==> config.mk <==
export PLATFORM = sky130hd
export DESIGN_NAME = tl_cntr_w_left_param
export DESIGN_NICKNAME = d
export VERILOG_FILES = /design/src/rtl/tl_cntr_w_left_param.sv
export SDC_FILE = /design/constraint.sdc
export NUM_CORES = 1
export LEC_CHECK = 0
export BUFFER_PORTS_ARGS = -buffer_cell sky130_fd_sc_hd__clkbuf_2
export CAP_MARGIN = 20
export CORE_AREA = 2 2 39 41
export DETAILED_ROUTE_END_ITERATION = 16
export DIE_AREA = 0 0 41 43
export PLACE_DENSITY_LB_ADDON = 0.15
export SYNTH_ARGS = -nofsm -noshare
export SYNTH_HDL_FRONTEND = slang
export SYNTH_SLANG_ARGS = --single-unit
export TNS_END_PERCENT = 30
==> constraint.sdc <==
create_clock -name clk -period 2 [get_ports clk]
set_clock_uncertainty 0.1 [all_clocks]
set_input_delay 0.4 -clock clk [delete_from_list [all_inputs] [get_ports clk]]
set_output_delay 0.4 -clock clk [all_outputs]
set_load 0.01 [all_outputs]
==> src/rtl/tl_cntr_w_left_param.sv <==
// Two-road traffic-light controller with protected left-turn phases,
// programmable green/yellow timing and optional skipping of idle left phases.
module tl_cntr_w_left_param #(
  parameter int CNT_W     = 4,
  parameter int G_MIN     = 2,
  parameter int G_MAX     = 8,
  parameter int L_MIN     = 1,
  parameter int L_MAX     = 4,
  parameter int YEL       = 2,
  parameter int SKIP_LEFT = 1
) (
  input  logic             clk,
  input  logic             reset,
  input  logic             Ta,
  input  logic             Tal,
  input  logic             Tb,
  input  logic             Tbl,
  output logic [1:0]       La,
  output logic [1:0]       Lb,
  output logic [2:0]       phase,
  output logic [CNT_W-1:0] timer
);

  typedef enum logic [2:0] {
    AG  = 3'd0,
    AY  = 3'd1,
    AL  = 3'd2,
    ALY = 3'd3,
    BG  = 3'd4,
    BY  = 3'd5,
    BL  = 3'd6,
    BLY = 3'd7
  } state_e;

  localparam logic [1:0] GREEN  = 2'b00;
  localparam logic [1:0] YELLOW = 2'b01;
  localparam logic [1:0] LEFT   = 2'b10;
  localparam logic [1:0] RED    = 2'b11;

  localparam logic [CNT_W-1:0] G_LO = CNT_W'(G_MIN - 1);
  localparam logic [CNT_W-1:0] G_HI = CNT_W'(G_MAX - 1);
  localparam logic [CNT_W-1:0] L_LO = CNT_W'(L_MIN - 1);
  localparam logic [CNT_W-1:0] L_HI = CNT_W'(L_MAX - 1);
  localparam logic [CNT_W-1:0] Y_HI = CNT_W'(YEL - 1);
  localparam logic             SKIP = (SKIP_LEFT != 0);

  state_e           state_q, state_d;
  logic [CNT_W-1:0] timer_q, timer_d;

  logic g_done_a, g_done_b;
  logic l_done_a, l_done_b;
  logic y_done;

  // Min time gates every exit; max time forces one regardless of demand
  always_comb begin
    g_done_a = (timer_q >= G_LO) &&
               (!Ta || timer_q == G_HI);
    g_done_b = (timer_q >= G_LO) &&
               (!Tb || timer_q == G_HI);
    l_done_a = (timer_q >= L_LO) &&
               (!Tal || timer_q == L_HI);
    l_done_b = (timer_q >= L_LO) &&
               (!Tbl || timer_q == L_HI);
    y_done   = (timer_q == Y_HI);
  end

  always_comb begin
    state_d = state_q;
    unique case (state_q)
      AG:  if (g_done_a) state_d = AY;
      AY:  if (y_done)
             state_d = (!SKIP || Tal) ? AL : BG;
      AL:  if (l_done_a) state_d = ALY;
      ALY: if (y_done) state_d = BG;
      BG:  if (g_done_b) state_d = BY;
      BY:  if (y_done)
             state_d = (!SKIP || Tbl) ? BL : AG;
      BL:  if (l_done_b) state_d = BLY;
      BLY: if (y_done) state_d = AG;
      default: state_d = AG;
    endcase
    timer_d = (state_d != state_q) ?
              '0 : timer_q + 1'b1;
  end

  always_ff @(posedge clk) begin
    if (reset) begin
      state_q <= AG;
      timer_q <= '0;
    end else begin
      state_q <= state_d;
      timer_q <= timer_d;
    end
  end

  always_comb begin
    La = RED;
    Lb = RED;
    unique case (state_q)
      AG:      La = GREEN;
      AY:      La = YELLOW;
      AL:      La = LEFT;
      ALY:     La = YELLOW;
      BG:      Lb = GREEN;
      BY:      Lb = YELLOW;
      BL:      Lb = LEFT;
      BLY:     Lb = YELLOW;
      default: begin
        La = RED;
        Lb = RED;
      end
    endcase
  end

  assign phase = state_q;
  assign timer = timer_q;

endmodule

# Word level (Yosys, flattened, before mapping)
# Cells that the tools add are included.
# W data, S select, Z words.
[totals]
reg_bits = 7
input_bits = 6
output_inout_bits = 11
wordCells = 45
[classes]
n_addsub = 1
n_lt_le_gt_ge = 2
eq_ne = 11
mux = 13
n_reduce_logical = 16
[ops]
columns = ["operator", "n"]
rows = [
  ["$mux W3", 10],
  ["$pmux W3 S8", 1],
  ["$eq A3 B3 Y1 const B", 4],
  ["$pmux W2 S3", 2],
  ["$ge A4 B1 Y1 const B", 2],
  ["$eq A3 B2 Y1 const B", 2],
  ["$reduce_or A2 Y1", 3],
  ["$add A4 B1 Y4 const B", 1],
  ["$eq A4 B1 Y1 const B", 1],
  ["$eq A4 B2 Y1 const B", 1],
  ["$eq A4 B3 Y1 const B", 1],
  ["$logic_and A1 B1 Y1", 4],
  ["$logic_not A1 Y1", 4],
  ["$logic_or A1 B1 Y1", 4],
  ["$eq A3 B1 Y1 const B", 1],
  ["$logic_not A3 Y1", 1],
  ["$ne A3 B3 Y1", 1],
]

# Depth between registers and ports, before layout
# Gate-level depths: netlist of the first run.
[logic_depth]
depth_word = 7
mapped_depth = 5
depth_no_buf = 5

# Least setup slack after synthesis of the first run
# No wires, ideal clock.
[synth_timing]
path_kind = "flip-flop to flip-flop"
startpoint = "register timer_q[0] (netlist: timer[0])"
endpoint = "register timer_q[2] (netlist: timer[2])"
setup_ns = 0.131
t_arrival_ns = 1.294
t_required_ns = 1.769
slack_ns = 0.475
path_stages_with_launch = 6
n_path_buf = 0
synth_period_minus_slack_ns = 1.525
cell_sequence = "dfxtp_1 > inv_1 > ha_1 > nor4b_2 > a2111oi_4 > nor4_1"
[synth_between]
elab_chain_len = 7
elab_cells_between_ends = 25
classes_between = "1 x add/sub; 2 x order compare; 4 x eq/ne; 9 x mux; 9 x reduce/logical"
[synth_lines]
columns = ["item", "line_no", "rtl"]
rows = [
  ["start: declaration", "48", "logic [CNT_W-1:0] timer_q, timer_d;"],
  ["start signal: assignment", "92", "timer_q <= timer_d;"],
  ["branches (longest 7 deep; another with $ge A4 B1 Y1)", "-", ""],
]
# Parallel ways; which one is timed is not known.
# A chain may end at the register's enable or synchronous reset.

# Worst setup path in the final report of the first run
[layout_timing]
startpoint = "register state_q[1] (netlist: phase[1])"
endpoint = "output port Lb[1]"
[layout_between]
elab_chain_len = 3
elab_cells_between_ends = 6
classes_between = "4 x eq/ne; 1 x mux; 1 x reduce/logical"
[layout_lines]
columns = ["item", "line_no", "rtl"]
rows = [
  ["start: declaration", "47", "state_e state_q, state_d;"],
  ["start signal: assignment", "91", "state_q <= state_d;"],
  ["$eq A3 B3 Y1", "99", "unique case (state_q)"],
  ["$reduce_or A2 Y1 (no source line)", "-", ""],
  ["$pmux W2 S3 (*)", "99", ""],
  ["end: declaration", "19", "output logic [1:0] Lb,"],
]
# Mark *: on every way between the ends. The rest lies on a longest branch, timed or not.

==> results of run 1 <==
-- flip-flops by register name (all words and copies together) (netlist names) --
signal / cells
timer: 4
phase: 3
-- routing by layer --
layer	global-route usage [%]	part of all wire (%)	vias up
met5	0	0	-
met4	8.000	0	0
met3	4.712	6.2	0
met2	17.81	46	12
met1	14.74	48	181
li1	-	-	211
-- stage by stage --
stage | power [uW] | hold slack (ns) | area (um^2)
finish | 693.6 | 0.2301 | 568.0
global route | 761.5 | 0.2361 | 568.0
CTS | 705.7 | 0.2215 | 568.0
detailed placement | 571.2 | 0.4456 | 540.5
global placement | 570.3 | 0.4359 | 540.5
floorplan | 474.6 | 0.3691 | 451.7
-- path summary, 6_finish.rpt --
check / startpoint / to / slack [ns] / depth (start not counted)
setup / recovery: phase[1]$_SDFF_PP0_ / Lb[1] / 0.37 / 3
hold / removal: reset / phase[2]$_SDFF_PP0_ / 0.23 / 2
setup reg to reg: phase[2]$_SDFF_PP0_ / timer[1]$_SDFF_PP0_ / 0.41 / 3
hold reg to reg: timer[0]$_SDFF_PP0_ / timer[0]$_SDFF_PP0_ / 0.46 / 1
-- worst max-delay path: stages, from the launching register on --
cell      delay [ns]
dfxtp_1         0.51
nand2b_1        0.15
nand2_1         0.09
clkbuf_2        0.12
-- cell usage after synthesis --
cell and count:
inv_1 5, a211o_1 2, nor2b_1 1, ha_1 3, nor4b_2 1, buf_6 1, a21oi_1 2, nand4bb_1 1
or3_1 1, o21ba_1 1, mux2i_1 1, xnor2_1 1, xor2_1 1, nand3b_1 1, a31oi_1 1, mux2_4 1
a2111oi_4 1, or2_1 1, nand3_1 1, nand2b_1 3, dfxtp_1 7, nor4_1 4, nand2_1 3, nor3b_1 1
o21ai_0 1, o21ai_1 1
-- area by class of cell --
class,count,area share [%]
multi-input cells,34,49.56
flip-flops and latches,7,24.67
repair buffers,16,14.10
clock buffers,3,3.965
well taps,16,3.524
inverters,5,3.304
clock inverters,1,0.8811
-- kinds of logic (layout without fill, tap and decap cells) --
logic type                 after synthesis  count (layout)  share of synthesized area, %
DFF                                      7               7                         31.02
and+or+nand+nor                         18              18                         26.59
adders and majority gates                3               3                         8.311
xor gates and xnor gates                 2               2                         3.879
buffers and inverters                    6              25                         6.648
AOI/OAI and AO/OA                        9               9                         18.01
muxes                                    2               2                         5.539
-- power by group through the flow --
stage / Sequential [uW] / Clock, uW / Combinational (uW)
floorplan: 250 / 0 / 225
global placement: 246 / 0 / 325
detailed placement: 246 / 0 / 325
CTS: 243 / 136 / 327
global route: 253 / 144 / 364
finish: 243 / 130 / 321
==> run summary, run 1 <==
Registers take 140.1 um^2. During synthesis, Yosys emitted a total of 0 warnings. The placeable core region was 1384 um^2; the power spent charging and discharging nets was 280.7 uW. The die covers 1763 um^2. The total number of vias was 404. The startpoint class of the critical path was a flop. Setup slack closes at 0.3717 ns. In this run, the combinational gates consume 46.3% of the power. In the final design database the tool counted 76 nets.

The total of cells resized after clock tree synthesis is 0, and the count of clock tree sinks is 7. The tools report the timing-limited maximum frequency as 614.1 MHz. The largest driver fanout on the critical path is 9.

The share of total power dissipated in sequential elements is 35.0%. Type of element capturing the critical path: a primary output. The congestion estimate from routability-driven global placement came to 0.6565. The x dimension of the die is 41 um. The flow ran to the end, and the final reports show no timing, DRC or antenna violations. In this run the cell area of the synthesized design comes to 451.7 um^2. The first TritonRoute pass finished after 2 iterations.

The run gives 0 as the remaining routing DRC violations. The average wire length per cell after detail routing came out at 10.74 um. The routed via count divided by cell count is 4.927, and the final period demand of the worst path is 1.628 ns. The final layout contains routed wiring with a total length of 881 um.

The post-synthesis cell type with the largest combined area is dfxtp_1. For the worst-skew pair, the clock arrives at the later sink with an insertion delay of 0.25 ns. The area growth from synthesis to final layout was 25.76%. In the post-synthesis netlist, the biggest area contributors are dfxtp_1 31%, ha_1 8.3%, a2111oi_4 6.1%. The initial antenna violation count came out at 0. Buffer type at the clock tree root: clkbuf_4. For the violation count after the first detailed-routing iteration, the log shows 3. The number of instances in the synthesized netlist is 47.

The antenna diode count is 0. Across the VDD grid, the largest voltage drop is 0.4805 mV. Cells with a size suffix above 1 make up 34.85% of the layout. Summed over all failing endpoints, the final setup total negative slack is 0 ns. The buffer levels on the longest clock path was 2; the placed instance count was 78. The worst pin sits at a relative slew slack of 73.58%. The utilization after layout is 41.05%, and the number of ports placed on the die boundary is 17.

Clock tree synthesis inserted a total of 3 buffers. The first global-routing pass estimated 1449 um of wire. In this run the power density over the cells is 1221 nW/um^2. Setup repair after global routing left no endpoint under its margin. The share of synthesized area in the top cell type comes to 31.02%. For this configuration, the core starts out at a cell density of 32.64%.

Of the available clock period, the critical path in the final layout requires 81.42%. From bottom edge to top edge, the die measures 43 um. The tools report the setup fix buffers added after clock tree synthesis as 0.

The logs give 31.02% for the share of synthesized area occupied by flip-flops and latches and 18.7% for the fraction of power consumed by the clock network. The run gives 0 as the number of hold violations in the final report. The actual slew at the worst max-slew pin was 0.3953 ns; the internal power summed over all cells was 412.9 uW. Most common library cell in the layout ignoring fill and taps: clkbuf_2. The leakage power of the design is 0.0002483 uW. The tool flagged a number of max-cap violations equal to 0.

Timing analysis after detailed placement gives a worst setup slack of 0.3941 ns. The number of synthesized register bits came out at 7. The count of buffers added on input and output ports is 16.

Excluding fillers, the count of instances in the completed layout stands at 82. The top cell types in the final layout, fill and taps aside, are 16 x clkbuf_2, 7 x dfxtp_1, 5 x inv_1, 4 x nor4_1. The tightest min-delay check is of the input port to flop type. The average instance in the mapped netlist occupies 9.610 um^2. The netlist uses 26 different library cells. The run gives 716.1 um as the half-perimeter wire length of the detailed placement result.

The logs give 281.5 um^2 for the area used by multi-input combinational logic and 146 for the total of fill cells in the finished design. Data on the critical path is required at its endpoint by 1.50 ns. TritonCTS built the clock tree.

The number of pins with negative max-slew slack in the final report came out at 0. The run gives 361 as the number of global-route vias before repair. Entering global routing, the biggest net connects 10 pins. The H-tree depth reported by CTS was 1; the switching portion of total power was 40.47%.

Row generation in the floorplan step produced 14 rows. The post-detailed-route count of antenna-violating nets is 0, and the count of hold buffers inserted by post-cts repair is 0. Type of the worst setup path: flop to primary output. The tools report the total track usage as 12.44%. Clock-pin slew was measured on the worst setup and hold paths at 0.06 ns.

After global routing the overflow that remains totals 0. Setup violations remaining at the end of the flow were counted as 0. Counting every net in the synthesized netlist gives 56.

At the worst endpoint, the arrival time is 1.13 ns.
No activity file was read; power rests on OpenSTA's default activity.
==> inputs of run 2 (changes only) <==
Clock period 2 ns to 1.6 ns, I/O delays scaled along.
==> run summary, run 2 (synthesis gave the netlist of run 1 again) <==
The run finished with clean final reports. The x dimension of the die is 41 um (unchanged), and the total track usage is 13.58% (+1.1 points). The global-route wire length before repair was 1580 um (+9.0%). The post-detailed-route count of antenna-violating nets is 0 (unchanged). The tools report the leakage power of the design as 0.0002664 uW (+7.3%). The actual slew at the worst max-slew pin works out to 0.3766 ns (-0.01874 ns). For the H-tree depth reported by CTS, the log shows 1 (unchanged). The buffer type at the clock tree root was clkbuf_4. The library cell used most frequently in the layout, excluding fill and tap cells, is clkbuf_2.

The buffer levels on the longest clock path is 2 (unchanged). For the number of ports placed on the die boundary, the log shows 17 (unchanged). The post-layout net count is 78 (+2.6%).

The sum of routed wire length over all layers was 1039 um (+18%); the initial antenna violation count was 0 (unchanged). The placed instance count was 80 (+2.6%). The final count of negative-setup-slack endpoints is 0 (unchanged), and the peak supply drop is 0.6375 mV (+33%). The effective utilization at floorplan came out at 32.64% (unchanged).

The run gives 416 (+3.0%) as the total number of vias. The number of hold violations in the final report is 0 (unchanged), and the remaining routing DRC violations is 0 (unchanged). The worst setup path is of the flop to flop kind. In the finished design, the share of the clock period the worst path needs comes to 96.82%. For the full die area, the log shows 1763 um^2 (unchanged).

The number of max-cap violations was 0 (unchanged). The number of detailed-route iterations in the first pass was 2 (unchanged); the total of fill cells in the finished design was 144 (-1.4%). Number of global-route vias before repair: 385 (+6.6%).

The worst register-to-register path begins at timer[1]$_SDFF_PP0_. Critical path's largest stage delay: 0.40 ns (-0.11 ns). The area growth from synthesis to final layout works out to 32.41%. The remaining global-route overflow was 0 (unchanged).

The routed via count divided by cell count is 4.952 (+0.52%), and the worst-case setup margin in the final layout is 0.05090 ns (-0.3208 ns). Clock network latency to the later pin of the worst-skew pair: 0.26 ns (about the same). Setup repair after global routing could not meet its margin everywhere.

The largest driver fanout on the critical path came out at 5 (-4). The critical path goes through inv_1 > ha_2 > nand4bb_1 > or3_1 > a21oi_1. Number of pins with negative max-slew slack in the final report: 0 (unchanged). The worst hold path begins at reset.

The number of flip-flops in the largest register was 4 (unchanged); the placeable core region was 1384 um^2 (unchanged). The power density over the cells was 1589 nW/um^2 (+30%); the post-route setup TNS was 0 ns (unchanged). The class of the tightest hold or removal check was input port to flop.

The worst setup path is captured at a flop. The total placed instance area is 555.5 um^2 (+2.8%), and the violation count after the first detailed-routing iteration is 1 (-2). The clock transition at the register clock pins on the worst setup and hold paths after CTS works out to 0.06 ns (about the same). The tools report the antenna diode count as 0 (unchanged). Largest net degree at the start of global routing: 10 (unchanged). In this run the worst setup path begins at timer[1]$_SDFF_PP0_. The startpoint class of the critical path was a flop.

The count of clock tree sinks was 7 (unchanged); the headroom to the max-slew limit was 74.89% (+1.3 points). The top cell types in the final layout, fill and taps aside, are 16 x clkbuf_2, 5 x inv_1, 4 x nor4_1, 4 x dfxtp_1. For the number of buffers added by the clock tree synthesis step, the log shows 3 (unchanged).

The utilization after layout is 43.22% (+2.2 points), and the post-route standard cell area excluding fillers is 598.1 um^2 (+5.3%). The tools report the required time of the critical path as 1.69 ns (+0.19 ns). The number of input and output port buffers inserted is 16 (unchanged). The average wire length per cell after detail routing is 12.37 um (+15%), and the share of cells above drive strength 1 is 42.65% (+7.8 points). Based on the critical path, the design can be clocked at up to 645.5 MHz. The tools report the worst setup slack after placement as -0.003080 ns (-0.3972 ns). The placement row count was 14 (unchanged). The routed design could run at a clock period as short as 1.549 ns. The logs give 1.63 ns (+0.50 ns) for the endpoint arrival time on the critical path and 0.7585 (+16%) for the final RePlAce weighted congestion.

Cell type of the slowest stage on the worst timing path: or3_1. The overall die height is 43 um (unchanged), and the half-perimeter wire length of the detailed placement result is 754.3 um (+5.3%). TritonCTS built the clock tree. The number of standard cells in the layout, taps in and fillers out was 84 (+2.4%).
run 2: cell count changes in the layout (fill, tap and decap cells not counted):
cell     delta
dfxtp_1     -3
dfxtp_2     +3
buf_4       +2
ha_1        -1
ha_2        +1
nor4b_2     -1
nor4b_4     +1
run 2: metal layers:
| metal | vias up | global-route usage (%) | part of all wire [%] |
|---|---|---|---|
| met4 | 0 | 6.000 | 0.96 |
| met5 | - | 0 | 0 |
| li1 | 211 | - | - |
| met3 | 2 | 4.712 | 5.6 |
| met2 | 14 | 21.25 | 49 |
| met1 | 189 | 15.86 | 45 |
run 2: final cells by class:
class	instances	area [um^2]	share of cell area, %
well taps	16	20.02	3.347
repair buffers	18	95.09	15.90
inverters	5	18.77	3.138
multi-input cells	34	292.8	48.95
clock buffers	3	22.52	3.766
flip-flops and latches	7	143.9	24.06
clock inverters	1	5.005	0.8368
run 2: critical path, delay by kind of cell, from the launching register on:
| family | cells | cell delay (ns) |
|---|---|---|
| compound gates | 1 | 0.13 |
| simple gates | 2 | 0.62 |
| flops | 1 | 0.33 |
| fa+ha+maj | 1 | 0.21 |
| buf+inv | 1 | 0.08 |
run 2: what timing repair did:
item	in CTS	in global routing
resized for setup	2	3
hold buffers	0	0
cloned	0	0
buffers inserted	0	0
endpoints found under the setup margin	3	6
run 2: final timing paths:
kind	depth (start not counted)	slack [ns]	end
max	5	0.05	phase[1]$_SDFF_PP0_
min	2	0.14	phase[1]$_SDFF_PP0_
max reg2reg	5	0.05	phase[1]$_SDFF_PP0_
min reg2reg	1	0.38	timer[0]$_SDFF_PP0_
run 2: through the flow:
step | hold slack [ns] | total power, uW
finish | 0.1394 | 950.3
global route | 0.1386 | 1034
CTS | 0.1333 | 946.6
detailed placement | 0.4113 | 739.2
global placement | 0.4162 | 744.9
floorplan | 0.2891 | 593.3
run 2: power by group:
part	total [uW]	internal, uW	switching [uW]	leakage, uW
combinational	475	249	226	0.000190
clock	168	91.9	76.4	0.0000177
sequential	307	231	76.7	0.0000582
==> inputs of run 3 (changes only) <==
Settings changed: ABC_AREA set to 1.
==> run summary, run 3 <==
The share of cells above drive strength 1 came out at 37.86% (-4.8 points). The global routing usage on met2 was 22.19% (+0.94 points). The number of global-route vias before repair came out at 474 (+23%).

The tools report the launching instance or port of the critical path as phase[0]$_SDFF_PP0_. The most used standard cell by instance count after synthesis is nand2_1. Net count after synthesis: 91 (+63%).

The kind of cell with the highest combined delay along the critical path is flip-flops. The setup path with the least slack is of type flop to primary output. The path class of the tightest hold or removal check is input port to flop. The total placed instance area is 671.9 um^2 (+21%), and the power spent charging and discharging nets is 517.3 uW (+37%).

STA classifies the critical path endpoint as a primary output. The total track usage was 15.36% (+1.8 points). The number of ports placed on the die boundary came out at 17 (unchanged).

The clock network latency to the later pin of the worst-skew pair came out at 0.25 ns (about the same). TritonCTS built the clock tree. The critical path's largest stage delay is 0.46 ns (+0.06 ns). Clock transition at the register clock pins on the worst setup and hold paths after CTS: 0.05 ns (about the same). The effective utilization at floorplan came out at 41.05% (+8.4 points).

Fraction of synthesis flops using an asynchronous set or reset pin: 0% (unchanged). The final RePlAce weighted congestion came out at 0.6964 (-8.2%). The largest net degree at the start of global routing is 8 (-2). The count of cells along the worst register-to-register path came out at 8 (+3). The required time of the critical path came out at 1.18 ns (-0.51 ns).

The tools report the number of hold violations in the final report as 0 (unchanged). The logs give 1763 um^2 (unchanged) for the full die area and 568.0 um^2 (+26%) for the combined area of all synthesized cells. The worst setup path is launched from a flop. The remaining routing DRC violations was 0 (unchanged); the setup fix buffers added after clock tree synthesis was 0 (unchanged). The final period demand of the worst path works out to 1.515 ns (-0.03458 ns). The area share of xor/xnor cells in the synthesized design is 3.084% (-0.79 points). The largest individual stage delay along the critical path comes from the cell dfxtp_1. For the count of clock tree sinks, the log shows 7 (unchanged).

The buffer type at the clock tree root was clkbuf_4. The run gives 0 (unchanged) as the number of pins with negative max-slew slack in the final report. The total of fill cells in the finished design is 150 (+4.2%), and the number of max-cap violations is 0 (unchanged).

The sequential share of power is 27.8% (-4.5 points), and the leakage power of the design is 0.0003623 uW (+36%). The arithmetic-cell share of the synthesized area counting full adders, half adders and majority gates works out to 6.608% (-1.7 points). The library cells used most frequently in the layout, excluding fill and tap cells, are 24 x nand2_1, 16 x clkbuf_2, 11 x inv_1, 10 x nand3_1.

In this run the critical register-to-register path is launched from timer[0]$_SDFF_PP0_. The internal power summed over all cells was 553.9 uW (-3.1%); the portion of synthesized cell area occupied by the leading cell type was 24.67% (-6.4 points). Walking the worst path, the cells encountered are inv_2 > nand2_1 > clkbuf_2. The library cell used most frequently in the layout, excluding fill and tap cells, is nand2_1. The fraction of power consumed by the clock network was 14.5% (-3.2 points); the violation count after the first detailed-routing iteration was 8 (+7). The global-route wire length before repair is 1876 um (+19%).

The number of input and output port buffers inserted came out at 16 (unchanged). The final count of negative-setup-slack endpoints was 0 (unchanged); the number of instances on the worst hold path was 2 (unchanged). For the number of detailed-route iterations in the first pass, the log shows 4 (+2). The compound-gate portion of the synthesized area came out at 5.727% (-12 points). The fraction of synthesized area in multiplexers is 0% (-5.5 points). The post-synthesis cell type with the largest combined area is dfxtp_1. The flow ran to the end, and the final reports show no timing, DRC or antenna violations. The tools report the number of instances in the synthesized netlist as 82 (+74%).

In the synthesized netlist the dominant register cell turns out to be dfxtp_1. The number of enable flip-flop cells after synthesis works out to 0 (unchanged). The total number of vias is 539 (+30%), and the average wire length per cell after detail routing is 9.471 um (-23%). The number of buffers added by the clock tree synthesis step came out at 3 (unchanged). The remaining global-route overflow was 0 (unchanged). The run gives 0.7173 mV (+13%) as the peak supply drop.

The share of synthesized area occupied by flip-flops and latches was 24.67% (-6.4 points); the x dimension of the die was 41 um (unchanged). The post-route standard cell area excluding fillers came out at 698.2 um^2 (+17%). The tools report the Yosys warning count as 0 (unchanged). The run gives 0 ns (unchanged) as the post-route setup TNS. The power density over the cells is 1534 nW/um^2 (-3.4%), and the met3 demand-to-capacity share in global routing is 1.571% (-3.1 points). For the post-detailed-route count of antenna-violating nets, the log shows 0 (unchanged).

The tools report the endpoint arrival time on the critical path as 1.09 ns (-0.54 ns). The overall die height was 43 um (unchanged); the timing-limited maximum frequency was 660.3 MHz (+2.3%). Antenna diode count: 0 (unchanged). The combinational share of power is 57.7% (+7.8 points).

The number of flip-flops in the largest register came out at 4 (unchanged). The routed via count divided by cell count is 4.529 (-8.5%), and the placement row count is 14 (unchanged). Setup repair after global routing left no endpoint under its margin. The headroom to the max-slew limit is 82.67% (+7.8 points). After synthesis, the cell types taking the most area are dfxtp_1 25%, nand2_1 16%, nor3_2 12%. The sum of routed wire length over all layers came out at 1127 um (+8.5%). Buffering stage count on the worst path with inverters included: 2 (+1). Compared with the post-synthesis result, the final layout area differs by 22.91%.

Logic depth of the worst path, buffers included: 3 (-2). The simple-gate share of the synthesized area was 47.58% (+21 points); the placeable core region was 1384 um^2 (unchanged). In this run the most critical hold path is launched from reset. For the total of cells resized after clock tree synthesis, the log shows 0 (-2). The tools report the H-tree depth reported by CTS as 1 (unchanged).

By area, the combinational part of the netlist is dominated by simple AND/OR/NAND/NOR gates. The initial antenna violation count came out at 0 (unchanged). The unique cell type count in the Yosys netlist was 18 (-31%). The tools report the met1 demand-to-capacity share in global routing as 20.58% (+4.7 points). The final clock period utilization by the worst path came out at 94.66% (-2.2 points).

After synthesis, the most frequently instantiated cells are 24 x nand2_1, 11 x inv_1, 10 x nand3_1. The number of synthesized register bits was 7 (unchanged). The largest driver fanout on the critical path came out at 7 (+2).

The half-perimeter wire length of the detailed placement result is 959 um (+27%), and the count of hold buffers inserted by post-cts repair is 0 (unchanged). The actual slew at the worst max-slew pin is 0.2596 ns (-0.1170 ns). The switching portion of total power was 48.29% (+8.4 points); the post-layout net count was 113 (+45%). The highest-utilization routing layer at the global route stage was met2. The mean cell area of the mapped netlist was 6.927 um^2 (-28%); the buffer levels on the longest clock path was 2 (unchanged).
## run 3: cell count changes after synthesis, sizes merged, moves of 2 or more
cell and change:
a211o -2, nand2 +23, nand2b -3, nor4 -4, nor2 +7, nand3 +10, inv +10, nor3 +7
## run 3: logic make-up (layout without fill, tap and decap cells)
group | Yosys count | count (layout)
xor+xnor | 2 | 2
simple gates | 52 | 52
fa+ha+maj | 3 | 3
buf+inv | 16 | 37
compound gates | 2 | 2
flops | 7 | 7
## run 3: cell type report
| type | count | area [um^2] | area share, % |
|---|---|---|---|
| Sequential cell | 7 | 140.1 | 20.07 |
| Clock buffer | 4 | 26.28 | 3.763 |
| Tap cell | 16 | 20.02 | 2.867 |
| Timing Repair Buffer | 18 | 95.09 | 13.62 |
| Multi-Input combinational cell | 59 | 357.8 | 51.25 |
| Inverter | 15 | 58.81 | 8.423 |
## run 3: power groups by stage
stage	Clock, uW	Combinational, uW	Sequential, uW
after detailed placement	0	628	301
after global routing	176	701	304
after global placement	0	626	301
after CTS	164	629	297
after floorplan	0	433	320
final	155	618	298
## run 3: path summary, 6_finish.rpt
path	end	slack, ns
worst min register to register	timer[0]$_SDFF_PP0_	0.45
worst min-delay path	phase[2]$_SDFF_PP0_	0.16
worst max register to register	phase[1]$_SDFF_PP0_	0.10
worst max-delay path	Lb[0]	0.09
## run 3: routing by layer
| layer | wire length [um] | part of all wire [%] | vias up |
|---|---|---|---|
| li1 | - | - | 299 |
| met1 | 533 | 47 | 228 |
| met2 | 535 | 47 | 10 |
| met3 | 36 | 3.2 | 2 |
| met4 | 21 | 1.9 | 0 |
| met5 | 0 | 0 | - |
## run 3: worst reg2reg max path, cell delays in order, from the launching register on
cell and delay, ns:
dfxtp_1 0.43, ha_1 0.23, inv_1 0.07, nor2_2 0.17, nand2_1 0.09, nand3_1 0.09, nand3_1 0.07, nor2_1 0.09
nor2_1 0.05
## run 3: stage by stage
| step | total power [uW] | hold slack, ns | worst slack (ns) | instances | util [%] |
|---|---|---|---|---|---|
| floorplan | 753.2 | 0.2924 | 0.2151 | 82 | - |
| global placement | 926.9 | 0.4161 | 0.1136 | 115 | 48.55 |
| detailed placement | 929.1 | 0.4158 | 0.1033 | 115 | 48.55 |
| CTS | 1089 | 0.1502 | 0.08255 | 119 | 50.45 |
| global route | 1180 | 0.1524 | 0.02262 | 119 | 50.45 |
| finish | 1071 | 0.1577 | 0.08548 | 119 | 50.45 |
